**src/rtl/proc_elem_if.sv**
```systemverilog
// Window/kernel input bundle and scaled pixel output of one convolution processing element.
// The line buffer drives it through the master modport; proc_elem sits on the slave side.
interface proc_elem_if #(
    parameter int KERNEL_SIZE    = 3,
    parameter int INPUT_CHANNELS = 1,
    parameter int PX_SIZE        = 8
) ();
    logic                                                               valid_in;
    logic [INPUT_CHANNELS-1:0][KERNEL_SIZE-1:0][KERNEL_SIZE-1:0][PX_SIZE-1:0] img_in;
    logic [INPUT_CHANNELS-1:0][KERNEL_SIZE-1:0][KERNEL_SIZE-1:0][PX_SIZE-1:0] kernel;
    logic [PX_SIZE-1:0]                                                 img_out;
    logic                                                               valid_out;

    modport master (
        output valid_in,
        output img_in,
        output kernel,
        input  img_out,
        input  valid_out
    );

    modport slave (
        input  valid_in,
        input  img_in,
        input  kernel,
        output img_out,
        output valid_out
    );
endinterface

```
**src/rtl/proc_elem.sv**
```systemverilog
// Convolution processing element: KxKxC multiply, sum, right shift, saturate to one pixel.
// Two register stages (products, then scaled result); the pipeline never stalls.
module proc_elem #(
    parameter int KERNEL_SIZE    = 3,
    parameter int INPUT_CHANNELS = 1,
    parameter int PX_SIZE        = 8,
    parameter int SHIFT          = 3
) (
    input  logic         clk,
    input  logic         rst_n,
    proc_elem_if.slave   pe_if
);
    localparam int NUM_IN = KERNEL_SIZE * KERNEL_SIZE * INPUT_CHANNELS;
    localparam int PROD_W = 2 * PX_SIZE;
    localparam int ACC_W  = PROD_W + $clog2(NUM_IN);

    logic [NUM_IN-1:0][PROD_W-1:0] prod_d;
    logic [NUM_IN-1:0][PROD_W-1:0] prod_q;
    logic                          valid_s1_q;

    logic [ACC_W-1:0]   acc;
    logic [ACC_W-1:0]   shifted;
    logic [PX_SIZE-1:0] img_out_d;
    logic [PX_SIZE-1:0] img_out_q;
    logic               valid_out_q;

    // Flatten channel/row/column into one product vector; the sum is order-independent.
    always_comb begin
        prod_d = '0;
        for (int c = 0; c < INPUT_CHANNELS; c++) begin
            for (int r = 0; r < KERNEL_SIZE; r++) begin
                for (int k = 0; k < KERNEL_SIZE; k++) begin
                    prod_d[(c * KERNEL_SIZE + r) * KERNEL_SIZE + k] =
                        PROD_W'(pe_if.img_in[c][r][k]) * PROD_W'(pe_if.kernel[c][r][k]);
                end
            end
        end
    end

    always_ff @(posedge clk or negedge rst_n) begin
        if (!rst_n) begin
            prod_q     <= '0;
            valid_s1_q <= 1'b0;
        end else begin
            prod_q     <= prod_d;
            valid_s1_q <= pe_if.valid_in;
        end
    end

    // ACC_W is sized so the full sum of products can never wrap.
    always_comb begin
        acc = '0;
        for (int i = 0; i < NUM_IN; i++) begin
            acc = acc + ACC_W'(prod_q[i]);
        end
        shifted = acc >> SHIFT;
        if (shifted > ACC_W'({PX_SIZE{1'b1}})) begin
            img_out_d = '1;
        end else begin
            img_out_d = shifted[PX_SIZE-1:0];
        end
    end

    always_ff @(posedge clk or negedge rst_n) begin
        if (!rst_n) begin
            img_out_q   <= '0;
            valid_out_q <= 1'b0;
        end else begin
            img_out_q   <= img_out_d;
            valid_out_q <= valid_s1_q;
        end
    end

    assign pe_if.img_out   = img_out_q;
    assign pe_if.valid_out = valid_out_q;
endmodule

```
**src/flat_wrapper.sv**
```systemverilog
// flat-port wrapper written by rule: the top's interface ports become plain ports
module proc_elem_flat 
#(
    parameter int KERNEL_SIZE    = 3,
    parameter int INPUT_CHANNELS = 1,
    parameter int PX_SIZE        = 8,
    parameter int SHIFT          = 3
)
  (clk, rst_n, pe_if_valid_in, pe_if_img_in, pe_if_kernel, pe_if_img_out, pe_if_valid_out);
  proc_elem_if #(.KERNEL_SIZE(KERNEL_SIZE), .INPUT_CHANNELS(INPUT_CHANNELS), .PX_SIZE(PX_SIZE)) pe_if_i ();
  input  logic clk;
  input  logic rst_n;
  input wire logic [$bits(pe_if_i.valid_in)-1:0] pe_if_valid_in;
  input wire logic [$bits(pe_if_i.img_in)-1:0] pe_if_img_in;
  input wire logic [$bits(pe_if_i.kernel)-1:0] pe_if_kernel;
  output wire logic [$bits(pe_if_i.img_out)-1:0] pe_if_img_out;
  output wire logic [$bits(pe_if_i.valid_out)-1:0] pe_if_valid_out;
  assign pe_if_i.valid_in = pe_if_valid_in;
  assign pe_if_i.img_in = pe_if_img_in;
  assign pe_if_i.kernel = pe_if_kernel;
  assign pe_if_img_out = pe_if_i.img_out;
  assign pe_if_valid_out = pe_if_i.valid_out;
  proc_elem #(.KERNEL_SIZE(KERNEL_SIZE), .INPUT_CHANNELS(INPUT_CHANNELS), .PX_SIZE(PX_SIZE), .SHIFT(SHIFT)) u_core (.clk(clk), .rst_n(rst_n), .pe_if(pe_if_i));
endmodule
```
**config.mk**
```make
export PLATFORM = sky130hd
export DESIGN_NAME = proc_elem_flat
export DESIGN_NICKNAME = d
export VERILOG_FILES = /design/src/rtl/proc_elem_if.sv /design/src/rtl/proc_elem.sv /design/src/flat_wrapper.sv
export SDC_FILE = /design/constraint.sdc
export NUM_CORES = 1
export LEC_CHECK = 0
export BUFFER_PORTS_ARGS = -buffer_cell sky130_fd_sc_hd__buf_4
export CORE_AREA = 4 4 326 328
export DETAILED_ROUTE_END_ITERATION = 10
export DIE_AREA = 0 0 330 332
export SLEW_MARGIN = 10
export SYNTH_ARGS = -nofsm -noshare
export SYNTH_HDL_FRONTEND = slang
export SYNTH_SLANG_ARGS = --single-unit
```
**constraint.sdc**
```tcl
create_clock -name clk -period 5.93 [get_ports clk]
set_input_delay 0.2965 -clock clk [delete_from_list [all_inputs] [get_ports clk]]
set_output_delay 0.2965 -clock clk [all_outputs]
set_load 0.03 [all_outputs]
```
# After elaboration in Yosys (flattened, before gate mapping)
# Index checks and enable logic that the tools add are counted.
# word_totals
reg_bits,154
output_inout_bits,9
# op_classes
n_addsub,8
mul,9
order_cmp,1
n_mux,1
# op_table
op,n
8-bit by 8-bit multiplier with 16-bit output,9
20-bit by 16-bit adder with 20-bit output,7
16-bit by 16-bit adder with 17-bit output,1
17-bit by 8-bit > comparator with 1-bit output (second input constant),1
8-bit 2-to-1 mux,1

# Logic depth before layout (Yosys ltp)
# depth
word_depth,10
mapped_depth,27

# Least setup slack after synthesis
# OpenSTA, ideal clock, no wires.
# synth_path
kind,reg2reg
start,reg u_core.prod_q[0] in the netlist's numbering
end,"reg u_core.img_out_q[0], in the netlist u_core.pe_if.img_out[0]"
setup_time_ns,0.134
t_arrival_ns,5.668
required_time_ns,5.796
setup_slack_ns,0.128
path_stages_with_launch,28
period_less_slack_ns,5.802
cell_sequence,dfrtp_1 > ha_1 > inv_1 > fa_1 > nor2b_1 > o31a_1 > o211ai_1 > a21oi_1 > nor2_1 > a21oi_1 > a31oi_1 > xnor2_1 > fa_1 > inv_1 > fa_1 > fa_1 > inv_1 > fa_1 > ha_1 > buf_2 > a2111oi_2 > o21ai_1 > a31oi_1 > o31ai_1 > xnor2_1 > nand4_1 > nor4b_4 > nand2b_1
# synth_via
elab_chain_cells,10
# synth_lines
element,line,source
from (decl),proc_elem.sv:18,logic [NUM_IN-1:0][PROD_W-1:0] prod_q;
from (signal assigned),proc_elem.sv:45,prod_q <= prod_d;
16-bit by 16-bit adder with 17-bit output *,proc_elem.sv:54,acc = acc + ACC_W'(prod_q[i]);
20-bit by 16-bit adder with 20-bit output * (7 in series),proc_elem.sv:54,
17-bit by 8-bit > comparator with 1-bit output,proc_elem.sv:57,if (shifted > ACC_W'({PX_SIZE{1'b1}})) begin
8-bit 2-to-1 mux *,proc_elem.sv:57,
via u_core.img_out_d[0],proc_elem.sv:23,logic [PX_SIZE-1:0] img_out_d;
to (signal assigned),proc_elem.sv:69,img_out_q <= img_out_d;
to (decl),proc_elem.sv:24,logic [PX_SIZE-1:0] img_out_q;
# The timed path passes the listed nets; every way through them passes the cells marked *.

# Worst setup path in the final report
# layout_path
start,reg u_core.prod_q[0] in the netlist's numbering
end,"reg u_core.img_out_q[5], in the netlist u_core.pe_if.img_out[5]"
# Same word-level chain as after synthesis.

==> qor.yml <==
die:
  core_um2: 103000
  die_height_um: 332
  start_util_pct: 24.9
  io_pins: 156
  dieArea_um2: 110000
  die_w_um: 330
  core.rowCount: 118
placed_design:
  placed_cells: 4247
  place_ws_ns: -0.227
  dp_hpwl_mm: 53.1
  place.gp.congestion: 0.839
  post_dp_cell_area_um2: 28800
  io_buffer_count: 155
logic_synthesis:
  ys_ff_latch: 154
  syn_area_per_cell_um2: 9.57
  yosysSeqAreaShare_pct: 15.0
  synth_area_um2: 25700
  synth_edf_count: 0
  ys_types: 47
  postSynthCellCount: 2687
  synth_fp_nets: 3613
  async_flop_share_pct: 100
  synth-main-ff-cell: "dfrtp_1"
  ys_warn_count: 0
setup_path:
  cp.required_ns: 6.24
  worstPathMaxFanout: 8
  startpoint_type: "flop"
  crit_arrival_ns: 6.41
  endpoint_kind: "flop"
  worstSetupPathType: "reg -> reg"
route:
  firstDrtPassIters: 7
  viasPerCell: 4.23
  vias: 18200
  drt_iter0_drc: 740
  wl_per_cell_um: 14.4
  ant_nets: 0
  finalWirelength_mm: 62.0
  drc_errors: 0
timing:
  fin_skew_ns: 0.0162
  fmax_mhz: 164
  period_needed_ns: 6.10
  slew_violations: 0
  worstMarginPinSlew_ns: 0.892
  layout_setup_ws_ns: -0.169
  period_share_pct: 103
  slew_headroom_pct: 40.6
  final-setup-viol-count: 8
  rsz0062_at_grt: "yes"
  final_hold_viol_count: 0
final_layout:
  area_delta_synth_final_pct: 15.2
  layout_commonest_cell: "inv_1"
  postLayoutCellArea_um2: 29600
  instances_no_fill: 4296
  layout.nets: 3818
  layout_common_cells: "inv_1 (580), fa_1 (417), ha_1 (356), and2_1 (335), nand2_1 (298)"
  fin_util_pct: 28.7
  drive_gt1_share_pct: 8.85
global_routing:
  grtUsageTotal_pct: 11.8
  gr-usage-met3_pct: 1.44
  grt_pass1_wl_mm: 105
  met2_usage_pct: 19.9
  first_global_vias: 19700
  antenna_found_initial: 15
  grt-busiest-layer: "met2"
  grt_max_degree: 96
  grt_use_met1_pct: 16.0
  grt_overflow: 0
clock_tree:
  clk_pin_slew_ns: 0.07
  cts_buffers: 17
  clk_path_buf_depth: 2
  htreeDepth: 4
  clk_latency_ns: 0.44
  root_buffer: "clkbuf_16"
  cts_sinks: 154
  cts_tree: "yes"
run:
  drv_cap: 0
min_path:
  hold_path_class: "in -> reg"
status:
  outcome: "complete, but fails checks"
  violations: "setup timing"
==> worst max-delay path, cell delays in order, from the launching register on <==
cell,delay [ns]
dfrtp_1,0.33
ha_2,0.20
inv_2,0.04
fa_2,0.35
nor2b_2,0.14
o31a_1,0.17
o211ai_1,0.15
a21oi_2,0.21
nor2_2,0.07
a21oi_2,0.18
a31oi_2,0.13
xnor2_1,0.15
fa_1,0.50
inv_2,0.04
fa_2,0.52
fa_1,0.41
inv_1,0.09
fa_1,0.45
ha_4,0.20
a2111oi_4,0.34
o21ai_1,0.11
a31oi_1,0.23
o31ai_2,0.11
xnor2_1,0.19
nand4_1,0.16
nor4b_4,0.27
buf_6,0.17
nand2_1,0.07
==> per-stage QoR <==
step,hold WS [ns],setup TNS [ns]
3_3_place_gp,0.333,-0.829
3_5_place_dp,0.337,-1.72
4_1_cts,0.127,-1.20
5_1_grt,0.155,-3.32
2_1_floorplan,0.000909,0
6_report,0.150,-1.27
==> area by class of cell <==
class | instances | area, um^2
Tap cell | 1380 | 1730
Timing Repair Buffer | 192 | 1450
Multi-Input combinational cell | 1945 | 19800
Fill cell | 10900 | 73600
Inverter | 582 | 2180
Clock buffer | 19 | 443
Antenna cell | 11 | 27.5
Clock inverter | 13 | 149
Sequential cell | 154 | 3850
==> cells by family after synthesis <==
kind of cell / synth area share, %
compound gates: 6.18
mux: 0.0779
buf+inv: 8.59
xor+xnor: 4.29
simple gates: 15.7
flops: 15.0
fa+ha+maj: 50.2
==> flip-flops by register name (all words and copies together) (netlist names) <==
register / count
u_core.pe_if.img_out: 8
u_core.pe_if.valid_out: 1
u_core.prod_q: 144
u_core.valid_s1_q: 1
==> per-layer routing <==
layer / wire, um / share of wire [%]
met3: 2190 / 3.5
met4: 937 / 1.5
met2: 30300 / 49
met5: 19 / 0.031
met1: 28600 / 46
==> worst paths after layout <==
path	from	to	slack, ns	cells after the start
max in group asynchronous	rst_n	u_core.prod_q[125]$_DFF_PN0_	4.02	3
worst max register to register	u_core.prod_q[0]$_DFF_PN0_	u_core.pe_if.img_out[5]$_DFF_PN0_	-0.17	27
worst max-delay path	u_core.prod_q[0]$_DFF_PN0_	u_core.pe_if.img_out[5]$_DFF_PN0_	-0.17	27
worst min register to register	u_core.valid_s1_q$_DFF_PN0_	u_core.pe_if.valid_out$_DFF_PN0_	0.35	0
min in group asynchronous	rst_n	u_core.prod_q[0]$_DFF_PN0_	0.59	2
worst min-delay path	pe_if_kernel[48]	u_core.prod_q[96]$_DFF_PN0_	0.15	2
==> synthesized netlist by cell type, types with 3 or more instances <==
cell type / number / share of area, %
a211oi_1: 7 / 0.20
a21boi_0: 3 / 0.088
a21o_1: 30 / 0.88
a21oi_1: 83 / 1.6
a221oi_1: 3 / 0.10
a31o_2: 5 / 0.17
a31oi_1: 10 / 0.24
a41oi_1: 7 / 0.24
and2_1: 335 / 8.2
and3_1: 4 / 0.097
clkbuf_1: 5 / 0.073
dfrtp_1: 154 / 15
fa_1: 419 / 33
ha_1: 360 / 18
inv_1: 582 / 8.5
nand2_1: 299 / 4.4
nand2b_1: 9 / 0.22
nand3_1: 20 / 0.39
nand4_1: 5 / 0.12
nor2_1: 54 / 0.79
nor2b_1: 23 / 0.56
nor3_1: 23 / 0.45
o211ai_1: 11 / 0.32
o21a_1: 18 / 0.53
o21ai_0: 36 / 0.70
o21ai_1: 5 / 0.097
o21bai_1: 9 / 0.26
o31ai_1: 4 / 0.12
o41ai_1: 4 / 0.14
or2_2: 5 / 0.12
or3_1: 10 / 0.24
xnor2_1: 101 / 3.4
xor2_1: 25 / 0.85
==> what timing repair did <==
item                                   in CTS  in global routing
buffers inserted                            2                  2
hold buffers                                2                  0
cloned                                      0                  0
pin swaps                                   8                  3
gates resized for setup                    15                 11
endpoints found under the hold margin      18                  0
setup endpoints to repair                   8                  8
Power is left out: the tool's default activity adds up to more than one toggle a clock period on the data nets, which glitch-free logic cannot reach.
